## config.mk

```make
export PLATFORM = sky130hd
export DESIGN_NAME = dvsd_pe_rr
export DESIGN_NICKNAME = d
export VERILOG_FILES = /design/src/rtl/dvsd_pe_pkg.sv /design/src/rtl/dvsd_pe_search.sv /design/src/rtl/dvsd_pe_rr.sv
export SDC_FILE = /design/constraint.sdc
export NUM_CORES = 1
export LEC_CHECK = 0
export BUFFER_PORTS_ARGS = -buffer_cell sky130_fd_sc_hd__buf_2
export CORE_MARGIN = 1.5
export CORE_UTILIZATION = 42
export DETAILED_ROUTE_END_ITERATION = 10
export SLEW_MARGIN = 20
export SYNTH_ARGS = -nofsm -noshare
export SYNTH_HDL_FRONTEND = slang
export SYNTH_HIERARCHICAL = 1
export SYNTH_SLANG_ARGS = --single-unit
```

## constraint.sdc

```tcl
create_clock -name wb_clk_i -period 2.4 [get_ports wb_clk_i]
set_input_delay 0 -clock wb_clk_i [delete_from_list [all_inputs] [get_ports wb_clk_i]]
set_output_delay 0 -clock wb_clk_i [all_outputs]
set_load 0.05 [all_outputs]
```

## src/rtl/dvsd_pe_pkg.sv

```systemverilog
// Shared definitions for the dvsd_pe priority encoder family:
// mode encodings and the index-width helper used by every module.
package dvsd_pe_pkg;

    localparam logic MODE_FIXED = 1'b0;
    localparam logic MODE_RR    = 1'b1;

    // Width of an index able to address n request lines; never returns 0,
    // so a degenerate width still yields a legal vector.
    function automatic int idx_width(input int n);
        return (n <= 2) ? 1 : $clog2(n);
    endfunction

endpackage

```

## src/rtl/dvsd_pe_search.sv

```systemverilog
// Combinational circular first-set search. Bits at or above 'start' are
// searched first; if none is set the plain request vector is searched,
// which yields the wrapped-around winner. With start=0 the result is the
// plain lowest-set-bit (fixed priority) encoding.
module dvsd_pe_search
    import dvsd_pe_pkg::*;
#(
    parameter int WIDTH = 8,
    parameter int IDX_W = idx_width(WIDTH)
) (
    input  logic [WIDTH-1:0] req,
    input  logic [IDX_W-1:0] start,
    output logic [IDX_W-1:0] idx,
    output logic             any
);

    logic [WIDTH-1:0] w_hi;

    // Index of the lowest set bit of v; zero when v is empty.
    function automatic logic [IDX_W-1:0] lowest(input logic [WIDTH-1:0] v);
        logic [IDX_W-1:0] r;
        r = '0;
        for (int i = WIDTH - 1; i >= 0; i--) begin
            if (v[i]) r = IDX_W'(i);
        end
        return r;
    endfunction

    // Keep only the requests at or above the start position.
    always_comb begin
        w_hi = '0;
        for (int i = 0; i < WIDTH; i++) begin
            w_hi[i] = req[i] && (i >= int'(start));
        end
    end

    assign idx = (|w_hi) ? lowest(w_hi) : lowest(req);
    assign any = |req;

endmodule

```

## src/rtl/dvsd_pe_rr.sv

```systemverilog
// Registered priority encoder with fixed-priority and round-robin modes.
// One result register stage behind a valid/ready handshake; the input is
// ready whenever the result slot is empty or being drained this cycle.
// The round-robin pointer only advances on round-robin grants and always
// stays inside 0..WIDTH-1, even when WIDTH is not a power of two.
module dvsd_pe_rr
    import dvsd_pe_pkg::*;
#(
    parameter  int WIDTH = 8,
    localparam int IDX_W = idx_width(WIDTH)
) (
    input  logic             wb_clk_i,
    input  logic             wb_rst_i,
    input  logic             en,
    input  logic             mode,
    input  logic             req_valid,
    output logic             req_ready,
    input  logic [WIDTH-1:0] req,
    output logic             out_valid,
    input  logic             out_ready,
    output logic [IDX_W-1:0] out_idx,
    output logic             gs,
    output logic             eno
);

    localparam logic [IDX_W-1:0] LAST_IDX = IDX_W'(WIDTH - 1);

    logic             r_valid;
    logic [IDX_W-1:0] r_idx;
    logic             r_gs;
    logic             r_eno;
    logic [IDX_W-1:0] r_ptr;

    logic             w_accept;
    logic             w_any;
    logic             w_fix_any;
    logic             w_rr_any;
    logic [IDX_W-1:0] w_fix_idx;
    logic [IDX_W-1:0] w_rr_idx;
    logic [IDX_W-1:0] w_idx_nxt;
    logic             w_gs_nxt;
    logic             w_eno_nxt;
    logic             w_ptr_upd;
    logic [IDX_W-1:0] w_ptr_nxt;

    assign req_ready = !r_valid || out_ready;
    assign w_accept  = req_valid && req_ready;

    dvsd_pe_search #(
        .WIDTH (WIDTH),
        .IDX_W (IDX_W)
    ) u_search_fix (
        .req   (req),
        .start ('0),
        .idx   (w_fix_idx),
        .any   (w_fix_any)
    );

    dvsd_pe_search #(
        .WIDTH (WIDTH),
        .IDX_W (IDX_W)
    ) u_search_rr (
        .req   (req),
        .start (r_ptr),
        .idx   (w_rr_idx),
        .any   (w_rr_any)
    );

    assign w_any = (mode == MODE_RR) ? w_rr_any : w_fix_any;

    // Encode the offered request and work out the pointer update for an RR grant.
    always_comb begin
        w_idx_nxt = '0;
        w_gs_nxt  = 1'b0;
        w_eno_nxt = 1'b0;
        w_ptr_upd = 1'b0;
        w_ptr_nxt = r_ptr;
        if (en) begin
            if (!w_any) begin
                w_eno_nxt = 1'b1;
            end else begin
                w_gs_nxt = 1'b1;
                if (mode == MODE_RR) begin
                    w_idx_nxt = w_rr_idx;
                    w_ptr_upd = 1'b1;
                    w_ptr_nxt = (w_rr_idx == LAST_IDX) ? '0 : w_rr_idx + IDX_W'(1);
                end else begin
                    w_idx_nxt = w_fix_idx;
                end
            end
        end
    end

    // Result slot and RR pointer: load on accept, empty on consume, hold otherwise.
    always_ff @(posedge wb_clk_i) begin
        if (wb_rst_i) begin
            r_valid <= 1'b0;
            r_idx   <= '0;
            r_gs    <= 1'b0;
            r_eno   <= 1'b0;
            r_ptr   <= '0;
        end else if (w_accept) begin
            r_valid <= 1'b1;
            r_idx   <= w_idx_nxt;
            r_gs    <= w_gs_nxt;
            r_eno   <= w_eno_nxt;
            if (w_ptr_upd) r_ptr <= w_ptr_nxt;
        end else if (out_ready) begin
            r_valid <= 1'b0;
        end
    end

    assign out_valid = r_valid;
    assign out_idx   = r_idx;
    assign gs        = r_gs;
    assign eno       = r_eno;

endmodule

```

[After elaboration in Yosys (flattened, before gate mapping)]
Index checks and enable logic that the tools add are counted.
Operators by class
  mux-type cells: 29
  equality and inequality tests: 1
  add/subtract/negate cells: 1
  reductions and logical operators: 14
  $lt $le $gt $ge: 7
Operator list (count)
  2-to-1 mux 3 bit: 20
  OR reduction 8 bit: 2
  greater-or-equal comparator 3 bit, first input constant: 3
  2-to-1 mux 1 bit: 9
  logical AND 1 bit: 8
  greater-or-equal comparator 1 x 3 -> 1 bit, first input constant: 2
  greater-or-equal comparator 2 x 3 -> 1 bit, first input constant: 2
  AND reduction 5 bit: 1
  adder 3 x 1 -> 3 bit, second input constant: 1
  == test 3 bit, second input constant: 1
  nonzero test 2 bit: 1
  logical NOT 1 bit: 1
  logical OR 1 bit: 1
Word-level totals
  register bits: 9

[Logic depth before layout (Yosys ltp)]
  depth after elaboration: 13
  mapped depth: 10
  mapped depth without buffers: 9

[Hierarchy]
Netlist, hierarchy kept.
Modules (own cells, without submodules)
  dvsd_pe_search: cells an instance 42, times used 2, area an instance 269.0 um2
  dvsd_pe_rr: cells an instance 49, times used 1, area an instance 462.9 um2

[Least setup slack after synthesis]
Ideal clock, no wire load.
  kind: flip-flop to flip-flop
  start point: reg r_ptr[2]
  end point: reg r_ptr[0]
  stages on the path, launching flop included: 11
  path buffers: 1
  data arrival time: 1904 ps
  period minus slack after synthesis: 1962 ps
  setup slack: 438 ps
  cell sequence: dfxtp_1 -> buf_6 -> inv_1 -> or3_1 -> o21ai_0 -> a222oi_1 -> a211o_1 -> ha_1 -> ha_1 -> nor3_1 -> mux2_2
Between the ends
  word-level cells in the longest chain between the ends: 12
  elaborated cells between the ends (all ways): 26
  those cells by class: add/sub (1); order compare (7); eq/ne (1); mux (9); reduce/logical (8)
Ends and longest elaborated chain
  from (decl): RTL line dvsd_pe_rr.sv:32  | logic [IDX_W-1:0] r_ptr;
  from (signal assigned): RTL line dvsd_pe_rr.sv:107  | if (w_ptr_upd) r_ptr <= w_ptr_nxt;
  greater-or-equal comparator 3 bit: RTL line dvsd_pe_search.sv:33  | w_hi[i] = req[i] && (i >= int'(start));
  logical AND 1 bit: RTL line dvsd_pe_search.sv:33
  2-to-1 mux 3 bit (7 in a row): RTL line dvsd_pe_search.sv:24  | if (v[i]) r = IDX_W'(i);
  2-to-1 mux 3 bit *: RTL line dvsd_pe_search.sv:37  | assign idx = (|w_hi) ? lowest(w_hi) : lowest(req);
  net w_rr_idx[0]: RTL line dvsd_pe_rr.sv:39  | logic [IDX_W-1:0] w_rr_idx;
  adder 3 x 1 -> 3 bit or == test 3 bit (tied branches): RTL line dvsd_pe_rr.sv:86  | w_ptr_nxt = (w_rr_idx == LAST_IDX) ? '0 : w_rr_idx + IDX_W'(1);
  2-to-1 mux 3 bit *: RTL line dvsd_pe_rr.sv:86
The timed path passes the listed nets; every way through them passes the cells marked *.
A chain may end at the register's enable or synchronous reset.

[Final worst setup path]
  start point: reg r_ptr[0]
  end point: reg r_ptr[0]
The elaborated chain is that of the path after synthesis.

==> results.cfg <==
[finish]
area_growth_pct = 16.63
fin_util_pct = 52.27
drive_gt1_share_pct = 21.34
diodes = 0
fin_nets = 181

[setup_path]
startpoint_type = flop
path_max_fanout = 7
critical_path_class = flop to flop
cp_data_required_time_ns = 2.62
slowest_stage = dfxtp_1
critical_path_arrival_ns = 2.33
crit_top_cell = ha_1
critPathMaxStageDelay_ns = 0.37
path_cells = and3b_1, a211oi_2, nor2_1, nor4b_4, a211o_1, ha_1, ha_1, nor3_1, mux2_2
crit_path_end_kind = flop

[synth]
yosys.area.top_type_share_pct = 18.00
ys_async_sr_fraction_pct = 0
yosys.area.top_type = dfxtp_1
ys_types = 36
synth_cells = 133
ys_top_cells_by_area = dfxtp_1 (18%), a21oi_1 (6.0%), nor2_1 (6.0%), mux2i_1 (5.0%), o21ai_0 (5.0%)
synth-seq-area-share_pct = 18.00
ys_ff_latch = 9
yosysWarnings = 6
synth_ff_type = dfxtp_1
avgSynthCellArea_sq_um = 7.526
synth_area_sq_mm = 0.001001
synth-edff-count = 0

[run_status]
status = completed

[routing]
first_pass_iters = 4
drt-initial-drc-count = 22
via_per_inst = 5.578
wl_per_cell_um = 12.35
vias = 1071
drc = 0
ant_nets = 0
drt-total-wl_um = 2371

[timing]
timing.final.ws_setup_ns = 0.2868
min_period_over_period_pct = 88.05
setup_tns_ns = 0
min_period_ns = 2.113
fmax_ghz = 0.4732
setup_viol = 0
rsz0062_at_grt = no
clock-skew-final_ns = 0.009959
final_max_slew_viol_count = 0
hold_violations = 0

[global_routing]
track_usage_pct = 19.79
grt_first_pass_wirelength_um = 4167
first_global_vias = 957
grt_max_degree = 14
grt_overflow = 0
grt_antenna_before_repair = 0

[power_and_ir_drop]
leakage_uw = 0.0004933
power.total_uw = 440.0
powerDensity_mw_per_mm2 = 376.9
irDropWorstVdd_uv = 302.7

[placed_design]
hpwlAfterDp_um = 1787
io_buffers = 20
place_ws_ns = 0.2267
gp_congestion = 0.8132

[cts]
clockBufferDepth = 2
insertion_delay_ns = 0.27
cts_tree = done
numCtsBuffers = 3
clk_pin_slew_ns = 0.07
cts-root-buf = clkbuf_4
cts.htree.levels = 1
cts_sinks = 9

[floorplan]
die_w_um = 51.82
start_util_pct = 44.82
pin_count = 21
die_h_um = 51.82
rows = 17
core_sq_mm = 0.002233
die-area_sq_mm = 0.002685

[hold_path]
min_path_type = input pin to flop

[flow_run]
drv_cap = 0
[routing by layer]
layer	vias up	share of wire (%)	wire length [um]	GRT usage (%)
met5	-	0	0	0
met4	0	0	0	2.632
met3	0	3.8	89	5.172
met2	19	48	1127	33.33
met1	503	49	1154	25.84
li1	549	-	-	-
[cells in the mapped netlist (3+ instances only)]
master	instances
a21oi_1	12
nand3_1	5
nor2b_1	3
nor3_1	3
nand2_1	7
o21ai_0	10
or3_1	3
o32ai_1	3
nor2_1	16
buf_6	3
inv_1	9
nand2b_1	6
dfxtp_1	9
mux2i_1	5
[where the power goes]
part | switching (uW) | internal, uW | leakage [uW] | total [uW]
Combinational | 101 | 57.5 | 0.000404 | 159
Clock | 55.7 | 64.2 | 0.0000150 | 120
Sequential | 5.73 | 156 | 0.0000738 | 162
[final timing paths]
kind                                             from                    end  slack [ns]  cells after the start
worst max-delay path            r_ptr[0]$_SDFFE_PP0P_  r_ptr[0]$_SDFFE_PP0P_        0.29                      9
worst min-delay path                         wb_rst_i       eno$_SDFFE_PP0P_        0.03                      2
worst max register to register  r_ptr[0]$_SDFFE_PP0P_  r_ptr[0]$_SDFFE_PP0P_        0.29                      9
worst min register to register       eno$_SDFFE_PP0P_       eno$_SDFFE_PP0P_        0.48                      2
[per-stage QoR]
stage | area, sq um | std cells | hold slack, ns
2_1_floorplan | 1046 | 145 | 0.1875
3_3_place_gp | 1140 | 188 | 0.3138
3_5_place_dp | 1140 | 188 | 0.3180
4_1_cts | 1166 | 192 | 0.03143
5_1_grt | 1167 | 192 | 0.05039
6_report | 1167 | 192 | 0.02763
[registers in the layout, summed over array words and instances, names as in the netlist]
register	count
out_idx	3
eno	1
out_valid	1
r_ptr	3
gs	1
[cell type report]
| class | instances | area, sq um |
|---|---|---|
| fill | 244 | 1066 |
| multi-input combinational | 122 | 790.8 |
| sequential | 9 | 181.4 |
| timing repair buffer | 20 | 100.1 |
| tap | 28 | 35.03 |
| inverter | 9 | 33.78 |
| clock buffer | 4 | 26.28 |
[logic make-up after synthesis]
logic type               after synthesis  synth area share (%)
other                                  1                0.3746
buffers and inverters                 14                 7.500
AND/OR/NAND/NOR                       53                 31.38
adder cells (fa/ha/maj)                2                 2.500
multiplexers                           7                 7.625
flip-flops                             9                 18.00
AO/OA/AOI/OAI                         47                 32.63
[placed cells by master (no fill, tap or decap), types with 3 or more instances in the layout]
master | netlist | final
buf_2 | 0 | 20
o32ai_1 | 3 | 3
nand2_1 | 7 | 7
inv_1 | 9 | 9
conb_1 | 1 | 13
clkbuf_4 | 0 | 3
nor2_1 | 16 | 16
nand3_1 | 5 | 5
nand2b_1 | 6 | 6
o21ai_0 | 10 | 10
or3_1 | 3 | 3
a21oi_1 | 12 | 12
nor2b_1 | 3 | 3
mux2i_1 | 5 | 5
nor3_1 | 3 | 3
dfxtp_1 | 9 | 8
[critical path: cells and delay by family (launching register included)]
| family | cells | cell delay, ns |
|---|---|---|
| compound gates | 2 | 0.51 |
| flops | 1 | 0.37 |
| simple gates | 4 | 0.62 |
| fa+ha+maj | 2 | 0.38 |
| mux | 1 | 0.17 |
[repair_timing]
| item | 4_1_cts | 5_1_grt |
|---|---|---|
| endpoints found under the setup margin | 0 | 1 |
| hold buffers | 0 | 0 |
| buffers inserted | 0 | 0 |
| resized for setup | 0 | 1 |
Note: power is estimated with default switching activity, not from simulation.
